[src/rtl/bp_pkg.sv]
// Shared types and helpers for the fetch-stage branch predictor:
// 2-bit counter encodings, the BTB entry view and saturating counter steps.
package bp_pkg;

  localparam logic [1:0] SNT = 2'b00;
  localparam logic [1:0] WNT = 2'b01;
  localparam logic [1:0] WT  = 2'b10;
  localparam logic [1:0] ST  = 2'b11;

  // Widest tag occurs at the smallest table (4 entries); narrower tags are zero-extended.
  localparam int MAX_TAG_W = 28;

  typedef struct packed {
    logic                 valid;
    logic [MAX_TAG_W-1:0] tag;
    logic [31:0]          target;
    logic                 is_jump;
    logic [1:0]           ctr;
  } btb_entry_t;

  function automatic logic [1:0] sat_inc(input logic [1:0] c);
    return (c == ST) ? ST : c + 2'd1;
  endfunction

  function automatic logic [1:0] sat_dec(input logic [1:0] c);
    return (c == SNT) ? SNT : c - 2'd1;
  endfunction

endpackage

[src/rtl/branch_predictor_if.sv]
// Fetch lookup, execute-stage training and redirect signals of the branch predictor.
// upd_valid_e qualifies every upd_*/pred_*_e field for one cycle; there is no ready,
// the predictor accepts a resolved branch on every cycle it is presented.
interface branch_predictor_if;
  logic [31:0] pc_f;
  logic        pred_taken_f;
  logic [31:0] pred_pc_f;
  logic        upd_valid_e;
  logic        upd_is_jump_e;
  logic [31:0] upd_pc_e;
  logic        upd_taken_e;
  logic [31:0] upd_target_e;
  logic [31:0] upd_pc_plus4_e;
  logic        pred_taken_e;
  logic [31:0] pred_pc_e;
  logic        mispredict_e;
  logic [31:0] redirect_pc_e;
  logic [31:0] perf_branches;
  logic [31:0] perf_mispredicts;

  modport master (
    output pc_f, upd_valid_e, upd_is_jump_e, upd_pc_e, upd_taken_e,
           upd_target_e, upd_pc_plus4_e, pred_taken_e, pred_pc_e,
    input  pred_taken_f, pred_pc_f, mispredict_e, redirect_pc_e,
           perf_branches, perf_mispredicts
  );

  modport slave (
    input  pc_f, upd_valid_e, upd_is_jump_e, upd_pc_e, upd_taken_e,
           upd_target_e, upd_pc_plus4_e, pred_taken_e, pred_pc_e,
    output pred_taken_f, pred_pc_f, mispredict_e, redirect_pc_e,
           perf_branches, perf_mispredicts
  );
endinterface

[src/rtl/bp_sat_counter32.sv]
// 32-bit event counter that sticks at all-ones instead of wrapping.
module bp_sat_counter32 (
  input  logic        clk,
  input  logic        rst_n,
  input  logic        inc_i,
  output logic [31:0] cnt_o
);
  logic [31:0] cnt_q, cnt_d;

  always_comb begin
    cnt_d = cnt_q;
    if (inc_i && (cnt_q != 32'hFFFF_FFFF)) cnt_d = cnt_q + 32'd1;
  end

  always_ff @(posedge clk or negedge rst_n) begin
    if (!rst_n) cnt_q <= 32'd0;
    else        cnt_q <= cnt_d;
  end

  assign cnt_o = cnt_q;
endmodule

[src/rtl/branch_predictor.sv]
// Direct-mapped BTB with per-entry 2-bit counters: zero-cycle fetch prediction,
// execute-stage training, mispredict/redirect generation and perf counters.
module branch_predictor
  import bp_pkg::*;
#(
  parameter int ENTRIES = 16
) (
  input  logic              clk,
  input  logic              rst_n,
  branch_predictor_if.slave bp
);
  localparam int IDX_W = $clog2(ENTRIES);
  localparam int TAG_W = 30 - IDX_W;

  logic             valid_q  [ENTRIES];
  logic             valid_d  [ENTRIES];
  logic [1:0]       ctr_q    [ENTRIES];
  logic [1:0]       ctr_d    [ENTRIES];
  logic             jump_q   [ENTRIES];
  logic             jump_d   [ENTRIES];
  logic [TAG_W-1:0] tag_q    [ENTRIES];
  logic [TAG_W-1:0] tag_d    [ENTRIES];
  logic [31:0]      target_q [ENTRIES];
  logic [31:0]      target_d [ENTRIES];

  logic [IDX_W-1:0] f_idx, u_idx;
  btb_entry_t       f_ent;
  logic             f_hit, u_hit, f_taken;

  // Lookup reads only registered state, so a same-index update is seen next cycle.
  always_comb begin
    f_idx = bp.pc_f[IDX_W+1:2];
    f_ent = '{valid:   valid_q[f_idx],
              tag:     MAX_TAG_W'(tag_q[f_idx]),
              target:  target_q[f_idx],
              is_jump: jump_q[f_idx],
              ctr:     ctr_q[f_idx]};
    f_hit   = f_ent.valid && (f_ent.tag == MAX_TAG_W'(bp.pc_f[31:IDX_W+2]));
    f_taken = f_hit && (f_ent.is_jump || f_ent.ctr[1]);
  end

  assign bp.pred_taken_f = f_taken;
  assign bp.pred_pc_f    = f_taken ? f_ent.target : bp.pc_f + 32'd4;

  always_comb begin
    valid_d  = valid_q;
    ctr_d    = ctr_q;
    jump_d   = jump_q;
    tag_d    = tag_q;
    target_d = target_q;
    u_idx    = bp.upd_pc_e[IDX_W+1:2];
    u_hit    = valid_q[u_idx] && (tag_q[u_idx] == bp.upd_pc_e[31:IDX_W+2]);
    if (bp.upd_valid_e) begin
      if (u_hit && bp.upd_taken_e) begin
        ctr_d[u_idx]    = sat_inc(ctr_q[u_idx]);
        target_d[u_idx] = bp.upd_target_e;
        jump_d[u_idx]   = bp.upd_is_jump_e;
      end else if (u_hit) begin
        ctr_d[u_idx] = sat_dec(ctr_q[u_idx]);
      end else if (bp.upd_taken_e) begin
        // Not-taken misses never allocate, so cold branches cost nothing.
        valid_d[u_idx]  = 1'b1;
        tag_d[u_idx]    = bp.upd_pc_e[31:IDX_W+2];
        target_d[u_idx] = bp.upd_target_e;
        jump_d[u_idx]   = bp.upd_is_jump_e;
        ctr_d[u_idx]    = bp.upd_is_jump_e ? ST : WT;
      end
    end
  end

  always_ff @(posedge clk or negedge rst_n) begin
    if (!rst_n) begin
      for (int i = 0; i < ENTRIES; i++) begin
        valid_q[i] <= 1'b0;
        ctr_q[i]   <= WNT;
        jump_q[i]  <= 1'b0;
      end
    end else begin
      valid_q <= valid_d;
      ctr_q   <= ctr_d;
      jump_q  <= jump_d;
    end
  end

  // Tags and targets are qualified by valid, so they carry no reset.
  always_ff @(posedge clk) begin
    tag_q    <= tag_d;
    target_q <= target_d;
  end

  assign bp.mispredict_e  = bp.upd_valid_e &&
                            ((bp.pred_taken_e != bp.upd_taken_e) ||
                             (bp.upd_taken_e && (bp.pred_pc_e != bp.upd_target_e)));
  assign bp.redirect_pc_e = (bp.upd_valid_e && bp.upd_taken_e) ? bp.upd_target_e
                                                               : bp.upd_pc_plus4_e;

  bp_sat_counter32 u_perf_branches (
    .clk   (clk),
    .rst_n (rst_n),
    .inc_i (bp.upd_valid_e),
    .cnt_o (bp.perf_branches)
  );

  bp_sat_counter32 u_perf_mispredicts (
    .clk   (clk),
    .rst_n (rst_n),
    .inc_i (bp.mispredict_e),
    .cnt_o (bp.perf_mispredicts)
  );
endmodule

[src/flat_wrapper.sv]
// flat-port wrapper written by rule: the top's interface ports become plain ports
module branch_predictor_flat import bp_pkg::*;
#(
  parameter int ENTRIES = 16
)
  (clk, rst_n, bp_pc_f, bp_upd_valid_e, bp_upd_is_jump_e, bp_upd_pc_e, bp_upd_taken_e, bp_upd_target_e, bp_upd_pc_plus4_e, bp_pred_taken_e, bp_pred_pc_e, bp_pred_taken_f, bp_pred_pc_f, bp_mispredict_e, bp_redirect_pc_e, bp_perf_branches, bp_perf_mispredicts);
  branch_predictor_if bp_i ();
  input  logic clk;
  input  logic rst_n;
  input wire logic [$bits(bp_i.pc_f)-1:0] bp_pc_f;
  input wire logic [$bits(bp_i.upd_valid_e)-1:0] bp_upd_valid_e;
  input wire logic [$bits(bp_i.upd_is_jump_e)-1:0] bp_upd_is_jump_e;
  input wire logic [$bits(bp_i.upd_pc_e)-1:0] bp_upd_pc_e;
  input wire logic [$bits(bp_i.upd_taken_e)-1:0] bp_upd_taken_e;
  input wire logic [$bits(bp_i.upd_target_e)-1:0] bp_upd_target_e;
  input wire logic [$bits(bp_i.upd_pc_plus4_e)-1:0] bp_upd_pc_plus4_e;
  input wire logic [$bits(bp_i.pred_taken_e)-1:0] bp_pred_taken_e;
  input wire logic [$bits(bp_i.pred_pc_e)-1:0] bp_pred_pc_e;
  output wire logic [$bits(bp_i.pred_taken_f)-1:0] bp_pred_taken_f;
  output wire logic [$bits(bp_i.pred_pc_f)-1:0] bp_pred_pc_f;
  output wire logic [$bits(bp_i.mispredict_e)-1:0] bp_mispredict_e;
  output wire logic [$bits(bp_i.redirect_pc_e)-1:0] bp_redirect_pc_e;
  output wire logic [$bits(bp_i.perf_branches)-1:0] bp_perf_branches;
  output wire logic [$bits(bp_i.perf_mispredicts)-1:0] bp_perf_mispredicts;
  assign bp_i.pc_f = bp_pc_f;
  assign bp_i.upd_valid_e = bp_upd_valid_e;
  assign bp_i.upd_is_jump_e = bp_upd_is_jump_e;
  assign bp_i.upd_pc_e = bp_upd_pc_e;
  assign bp_i.upd_taken_e = bp_upd_taken_e;
  assign bp_i.upd_target_e = bp_upd_target_e;
  assign bp_i.upd_pc_plus4_e = bp_upd_pc_plus4_e;
  assign bp_i.pred_taken_e = bp_pred_taken_e;
  assign bp_i.pred_pc_e = bp_pred_pc_e;
  assign bp_pred_taken_f = bp_i.pred_taken_f;
  assign bp_pred_pc_f = bp_i.pred_pc_f;
  assign bp_mispredict_e = bp_i.mispredict_e;
  assign bp_redirect_pc_e = bp_i.redirect_pc_e;
  assign bp_perf_branches = bp_i.perf_branches;
  assign bp_perf_mispredicts = bp_i.perf_mispredicts;
  branch_predictor #(.ENTRIES(ENTRIES)) u_core (.clk(clk), .rst_n(rst_n), .bp(bp_i));
endmodule
[config.mk]
export PLATFORM = sky130hd
export DESIGN_NAME = branch_predictor_flat
export DESIGN_NICKNAME = d
export VERILOG_FILES = /design/src/rtl/bp_pkg.sv /design/src/rtl/branch_predictor_if.sv /design/src/rtl/bp_sat_counter32.sv /design/src/rtl/branch_predictor.sv /design/src/flat_wrapper.sv
export SDC_FILE = /design/constraint.sdc
export NUM_CORES = 1
export LEC_CHECK = 0
export CORE_MARGIN = 1
export CORE_UTILIZATION = 40
export DETAILED_ROUTE_END_ITERATION = 10
export PLACE_DENSITY = 0.64
export RECOVER_POWER = 25
export SLEW_MARGIN = 5
export SYNTH_ARGS = -nofsm -noshare
export SYNTH_HDL_FRONTEND = slang
export SYNTH_HIERARCHICAL = 1
export SYNTH_SLANG_ARGS = --single-unit
export TNS_END_PERCENT = 30
[constraint.sdc]
create_clock -name clk -period 5.65 [get_ports clk]
set_input_delay 0.565 -clock clk [delete_from_list [all_inputs] [get_ports clk]]
set_output_delay 0.565 -clock clk [all_outputs]
set_load 0.02 [all_outputs]
==> summary.txt, run 1 <==
Route
  – Initial DRC Count: roughly 3,000
  – DR WL/cell: about 30 µm
  – Post-route DRC: 0
  – WL final: between 100,000 and 150,000 µm
  – DRT Pass-1 Iters: 5
  – Vias post-DR: about 27,000
  – Via density: 6.05
  – Antenna viol nets, final: 0

Setup path
  – Reg-to-reg slack, setup: 1.56 ns
  – WP data arrival: approximately 4.6 ns
  – Worst reg2reg path startpoint: u_core/tag_q[152]$_DFFE_PP_
  – Worst-path fanout max: 34
  – Kind of critical path: reg -> out
  – Worst Reg-to-Reg Cells: 11
  – CP required: 5.09 ns
  – Critical Path Source Type: register
  – Critical R2R Capture: u_core/tag_q[337]$_DFFE_PP_
  – Critical path origin: u_core/tag_q[127]$_DFFE_PP_
  – Critical Path Sink: bp_pred_pc_f[28]
  – Worst Setup End Kind: output pin

Synth
  – Average cell area after synthesis: roughly 19 µm²
  – Most frequent cell after synthesis: edfxtp_1
  – Syn Inst Count: approximately 2,500
  – Top FF cell, synth: edfxtp_1
  – Top post-synthesis cells by area: edfxtp_1 (59%), mux4_2 (19%), dfrtp_1 (5.9%), xnor2_1 (2.0%), mux2_2 (1.6%)
  – Post-Syn Nets: 2,713
  – Async SR Flop Fraction: 0.121
  – Most instantiated cells after synthesis: edfxtp_1 (928), mux4_2 (397), nand2_1 (168)
  – Mapped cell area: around 47,000 µm²
  – Share of the synthesized area in the top cell type: 0.588
  – Synth unique cells: approximately 80
  – Number of synthesized flops with an enable pin: slightly above 900
  – Post-synthesis sequential area ratio: 0.656
  – Leading area contributor after synthesis: edfxtp_1
  – Synth Warn #: 6
  – #FFs+latches synth: ~1,100

Status
  – Status: completed

Pwr
  – LEAKAGE: 18.5 nW
  – Max rail drop VDD: between 200 and 250 µV
  – Clk pwr share: 0.406
  – Seq pwr share: 0.490
  – Sw Share: 0.234
  – Int Pwr: around 14 mW
  – Switching pwr: about 4.3 mW
  – Power share of the combinational group: 0.104
  – PwrDens: approximately 320 nW/µm²

Floorplan
  – Vert. Die Dim: approximately 350 µm
  – Die span in x: 346 µm
  – Placement Rows: 125
  – Die Area: about 120,000 µm²
  – Starting Density: 0.406
  – I/O pins: just under 300
  – Core area: roughly 120,000 µm²

STA
  – Hold Violations, Final: 0
  – Slew headroom: 0.186
  – Slew Limit Fails: 0
  – Fin crit period: just over 5 ns
  – RSZ-0062 raised after global routing: no
  – Highest clock rate: 193 MHz
  – Slew @ Worst Pin: 1.22 ns
  – Setup TNS: 0 ns
  – Setup violators final: 0
  – Setup Skew: 0.0478 ns
  – Ratio of final minimum period to clock period: 0.918

Place
  – Detailed Place HPWL: approximately 87,000 µm
  – RePlAce Congestion: 0.871
  – Port Buf Inserts: roughly 290

Global routing
  – Antenna violations before repair: 10
  – Total GRT Usage: 0.228
  – First-pass GRT wire length: ~200,000 µm
  – Pin count of the biggest net entering global routing: 81
  – GRT overflow: 0
  – Vias in the first global route: 27,795

Clock network
  – Clock Sinks: between 1,000 and 1,500
  – Skew-Pair Late Insertion Delay: between 0.7 and 0.8 ns
  – CTS H-tree depth: 3
  – CTS tree: done
  – CTS Buffer Depth: 3
  – CTS Buf Count: 110
  – Root Buffer: clkbuf_16
  – Clock-pin slew on the worst setup and hold paths: 0.06 ns
  – Setup Buffers After CTS: 0

Layout
  – Layout overhead on the synthesized area: 18.7%
  – Post-layout util: 0.482
  – Layout cells sized above 1: 0.274
  – # nets final: 3,084

Hold path
  – Worst hold path type: in -> async

Flow run
  – Max Cap Viol: 0
## power by group through the flow
stage          sequential (mW)  combinational [mW]  clock [mW]
4_1_cts                   8.91                1.90        7.51
3_5_place_dp              9.07                1.89           0
2_1_floorplan             9.07                1.00           0
3_3_place_gp              9.05                1.86           0
5_1_grt                   8.93                1.98        7.81
6_report                  8.91                1.88        7.38
## cells by family after synthesis
| logic type | synth area share |
|---|---|
| XOR/XNOR | 0.0288 |
| buffers and inverters | 0.0177 |
| adder cells (fa/ha/maj) | 0.00103 |
| AND/OR/NAND/NOR | 0.0505 |
| AO/OA/AOI/OAI | 0.0244 |
| flip-flops | 0.656 |
| multiplexers | 0.222 |
## layout by cell type, fill, tap and decap left out, types with 8 or more instances in the layout
| cell | instances |
|---|---|
| dfrtp_1 | 112 |
| and3_1 | 13 |
| nand2_1 | 167 |
| dlygate4sd3_1 | 39 |
| dfstp_2 | 16 |
| mux2i_1 | 45 |
| bufinv_16 | 14 |
| clkbuf_1 | 32 |
| o22ai_1 | 13 |
| inv_1 | 27 |
| mux2_2 | 68 |
| nor2b_1 | 8 |
| edfxtp_1 | 928 |
| a21oi_2 | 9 |
| buf_12 | 17 |
| mux4_2 | 397 |
| clkinv_1 | 16 |
| nand3_1 | 58 |
| clkdlybuf4s50_1 | 247 |
| nor3_2 | 16 |
| and2_2 | 12 |
| mux2_1 | 29 |
| xnor2_1 | 109 |
| or2_1 | 11 |
| a22oi_1 | 13 |
| nor2_1 | 46 |
| nor3_1 | 13 |
| clkbuf_16 | 111 |
| o21ai_0 | 26 |
| buf_4 | 77 |
| o211ai_1 | 17 |
| and4_1 | 11 |
| clkinv_2 | 21 |
| a21oi_1 | 23 |
| xor2_1 | 47 |
| nor4_1 | 14 |
| nand4_1 | 45 |
## routing by layer
layer  track usage  share of wire  routed length, µm  vias to the layer above
met1         0.307           0.40              54500                    14602
met4        0.0591          0.022               3060                       12
met5             0        0.00055                 76                        -
met2         0.376           0.49              67600                     1359
met3        0.0501          0.089              12200                      208
li1              -              -                  -                    11221
## area by class of cell
class	count	area (µm²)
Antenna cell	1	2.50
Clock buffer	135	2910
Clock inverter	66	783
Fill cell	9542	60600
Inverter	29	109
Multi-Input combinational cell	1322	15600
Sequential cell	1056	31100
Tap cell	1524	1910
Timing Repair Buffer	396	3880
## worst min-delay path by stage
stage                                   from                                              end  slack [ns]
2_1_floorplan                          rst_n                     u_core/ctr_q[11]$_DFFE_PN0P_        0.27
3_3_place_gp   u_core/valid_q[6]$_DFFE_PN0P_                    u_core/valid_q[6]$_DFFE_PN0P_        0.47
3_5_place_dp   u_core/jump_q[15]$_DFFE_PN0P_                    u_core/jump_q[15]$_DFFE_PN0P_        0.47
4_1_cts        u_core/jump_q[15]$_DFFE_PN0P_                    u_core/jump_q[15]$_DFFE_PN0P_        0.49
5_1_grt        u_core/valid_q[8]$_DFFE_PN0P_                    u_core/valid_q[8]$_DFFE_PN0P_        0.51
6_report                               rst_n  u_core/u_perf_mispredicts/cnt_o[14]$_DFFE_PN0P_        0.49
## critical path: stages, from the launching register on
cell             delay, ns
edfxtp_1              0.41
mux4_2                0.49
mux4_2                0.53
xnor2_1               0.27
nand4_1               0.16
nor3_1                0.54
nand4_2               0.15
buf_4                 0.32
mux2_1                0.45
clkdlybuf4s50_1       0.56
## registers in the layout, indices dropped and copies added, names as in the netlist
name                             count
u_core/ctr_q                        32
u_core/valid_q                      16
u_core/tag_q                       416
u_core/jump_q                       16
u_core/u_perf_branches/cnt_o        32
u_core/target_q                    512
u_core/u_perf_mispredicts/cnt_o     32
## repair_timing
item / in CTS / in global routing
gates resized for setup: 0 / 0
hold buffers: 1 / 0
endpoints found under the hold margin: 64 / 0
## through the flow
stage	instances	setup WS, ns	hold slack, ns	cell area, µm²	total power [mW]
final	4529	0.463	0.491	56300	18.2
after global routing	4528	0.387	0.512	56300	18.7
after CTS	4528	0.442	0.492	56300	18.3
after detailed placement	4326	0.432	0.472	52600	11.0
after global placement	4326	0.445	0.466	52600	10.9
after floorplan	2544	0.351	0.269	47400	10.1
Power figures use the tool's default switching activity.
==> run 2: changes to the inputs <==
--- a/config.mk
+++ b/config.mk
@@ -8,7 +8,8 @@
 export CORE_MARGIN = 1
 export CORE_UTILIZATION = 40
 export DETAILED_ROUTE_END_ITERATION = 10
-export PLACE_DENSITY = 0.64
+export GPL_TIMING_DRIVEN = 1
+export PLACE_DENSITY = 0.69
 export RECOVER_POWER = 25
 export SLEW_MARGIN = 5
 export SYNTH_ARGS = -nofsm -noshare
==> summary.txt, run 2 (synthesized netlist as in run 1, its figures left out) <==
Pwr
  – Max rail drop VDD: 241 µV (+2.0%)
  – LEAKAGE: 18.3 nW (-0.68%)
  – Pwr Total: 17.6 mW (-3.3%)
  – PwrDens: 313 nW/µm² (-3.0%)

STA
  – Setup violators final: 0 (unchanged)
  – Slew Limit Fails: 82 (+82)
  – Highest clock rate: 183 MHz (-4.9%)
  – Setup Skew: 0.0360 ns (-0.0118 ns)
  – Slew @ Worst Pin: 4.40 ns (+3.18 ns)
  – Fin crit period: 5.46 ns (+0.269 ns)
  – RSZ-0062 raised after global routing: no
  – Slew headroom: -1.93 (-2.12)
  – Setup TNS: 0 ns (unchanged)
  – Hold Violations, Final: 0 (unchanged)
  – Ratio of final minimum period to clock period: 0.966 (+0.0475)

Hold path
  – Hold Crit Start: u_core/valid_q[10]$_DFFE_PN0P_
  – Worst Hold Endpoint: u_core/valid_q[10]$_DFFE_PN0P_
  – Hold path cells: 1
  – Worst hold path type: reg -> reg

Global routing
  – First-pass GRT wire length: 192,000 µm (-3.4%)
  – Antenna violations before repair: 10 (unchanged)
  – GRT overflow: 0 (unchanged)
  – Vias in the first global route: 27,189 (-2.2%)
  – Total GRT Usage: 0.220 (-0.00847)
  – Pin count of the biggest net entering global routing: 106 (+31%)

Floorplan
  – Vert. Die Dim: 346 µm (unchanged)
  – Die span in x: 346 µm (unchanged)
  – Starting Density: 0.406 (unchanged)
  – Die Area: 120,000 µm² (unchanged)
  – I/O pins: 296 (unchanged)
  – Core area: 117,000 µm² (unchanged)
  – Placement Rows: 125 (unchanged)

Clock network
  – Root Buffer: clkbuf_16
  – CTS tree: done
  – Hold buffer count at CTS: 0 (-1)
  – CTS Buffer Depth: 3 (unchanged)
  – Clock-pin slew on the worst setup and hold paths: 0.06 ns (about the same)
  – Skew-Pair Late Insertion Delay: 0.71 ns (about the same)
  – CTS H-tree depth: 3 (unchanged)
  – PostCTS Resize Cnt: 0 (unchanged)
  – CTS Buf Count: 107 (-2.7%)
  – Clock Sinks: 1,056 (unchanged)
  – Setup Buffers After CTS: 0 (unchanged)

Layout
  – # nets final: 3,093 (+0.29%)
  – Max reg flops: 512 (unchanged)
  – Final Instance Area: 56,100 µm² (-0.38%)
  – Post-layout util: 0.480 (-0.00181)
  – Layout cells sized above 1: 0.270 (-0.00471)
  – Finished Layout Cells: 4,539 (+0.22%)
  – Regs by FF count: u_core/target_q: 512 flops, u_core/tag_q: 416 flops
  – Layout overhead on the synthesized area: 18.3%
  – Most frequent cells in the layout: edfxtp_1 (928), mux4_2 (397), clkdlybuf4s50_1 (254)
  – Most common cell after layout, fill and taps aside: edfxtp_1
  – Register name with the most flops: u_core/target_q
  – Footprint of the multi-input gates: 15,600 µm² (about the same)
  – Reg area: 31,100 µm² (unchanged)
  – Fillers: 9,606 (+0.67%)

Setup path
  – Reg-to-reg slack, setup: 1.70 ns (+0.14 ns)
  – CP Cell Sequence: buf_8, buf_4, mux4_2, mux4_2, xnor2_1, nand4_1, nor4_2, nand4_4, buf_4, mux2_1, clkdlybuf4s50_1
  – Worst Setup End Kind: output pin
  – Worst path slowest cell: clkdlybuf4s50_1
  – Worst-path fanout max: 36 (+5.9%)
  – Critical Path Source Type: input port
  – Worst stage delay on the critical path: 0.55 ns (about the same)
  – CP required: 5.09 ns (about the same)
  – Worst Reg-to-Reg Cells: 10 (-1)
  – Kind of critical path: in -> out
  – Worst reg2reg path startpoint: u_core/tag_q[412]$_DFFE_PP_
  – WP data arrival: 4.89 ns (+0.27 ns)
  – Critical R2R Capture: u_core/tag_q[324]$_DFFE_PP_

Route
  – DR WL/cell: 29.2 µm (-3.7%)
  – WL final: 133,000 µm (-3.5%)
  – Via density: 6.00 (-0.89%)
  – Post-route DRC: 0 (unchanged)
  – Initial DRC Count: 3,300 (+9.9%)
  – Antenna viol nets, final: 0 (unchanged)
  – DRT Pass-1 Iters: 6 (+1)
  – Vias post-DR: 27,219 (-0.67%)

Place
  – Cells after DPL: 4,339 (+0.30%)
  – RePlAce Congestion: 0.931 (+7.0%)
  – Placed Area: 52,800 µm² (+0.34%)
  – Port Buf Inserts: 293 (unchanged)
  – Detailed Place HPWL: 84,700 µm (-2.3%)

Flow run
  – Max Cap Viol: 1 (+1)

Status
  – Failing checks: capacitance limit, slew limit
  – Status: finished, violations left
## run 2: power breakdown
| part | internal [mW] | switching, mW |
|---|---|---|
| logic | 0.864 | 1.00 |
| registers | 8.74 | 0.177 |
| clock network | 3.78 | 3.00 |
| total | 13.4 | 4.18 |
## run 2: worst max-delay path by stage
stage                                   to  slack, ns           start  depth (start not counted)
3_5_place_dp              bp_pred_pc_f[22]       0.25      bp_pc_f[2]                         11
5_1_grt                   bp_pred_pc_f[18]       0.06      bp_pc_f[2]                         11
2_1_floorplan  u_core/tag_q[104]$_DFFE_PP_       0.35  bp_upd_pc_e[5]                          7
4_1_cts                   bp_pred_pc_f[22]       0.23      bp_pc_f[2]                         11
3_3_place_gp              bp_pred_pc_f[22]       0.26      bp_pc_f[2]                         11
6_report                  bp_pred_pc_f[22]       0.19      bp_pc_f[2]                         11
## run 2: layout make-up
| type | count | share of cell area |
|---|---|---|
| clock buffers | 136 | 0.0504 |
| multi-input cells | 1322 | 0.278 |
| flip-flops and latches | 1056 | 0.555 |
| well taps | 1524 | 0.0340 |
| inverters | 29 | 0.00194 |
| repair buffers | 408 | 0.0715 |
| diodes | 3 | 0.000134 |
| clock inverters | 61 | 0.00915 |
## run 2: layer usage
layer	track usage	share of wire	up-vias
met1	0.306	0.40	14368
li1	-	-	11247
met2	0.345	0.47	1396
met4	0.0650	0.026	8
met3	0.0509	0.10	200
met5	0	0.00046	-
## run 2: stage by stage
step	hold slack [ns]	worst slack [ns]
final	0.496	0.195
after global routing	0.505	0.0599
after CTS	0.0729	0.226
after detailed placement	0.474	0.247
after global placement	0.466	0.256
after floorplan	0.269	0.351
## run 2: critical path, delay by kind of cell
kind	cells	cell delay, ns
xor+xnor	1	0.29
buf+inv	4	1.58
mux	3	1.38
simple gates	3	1.00
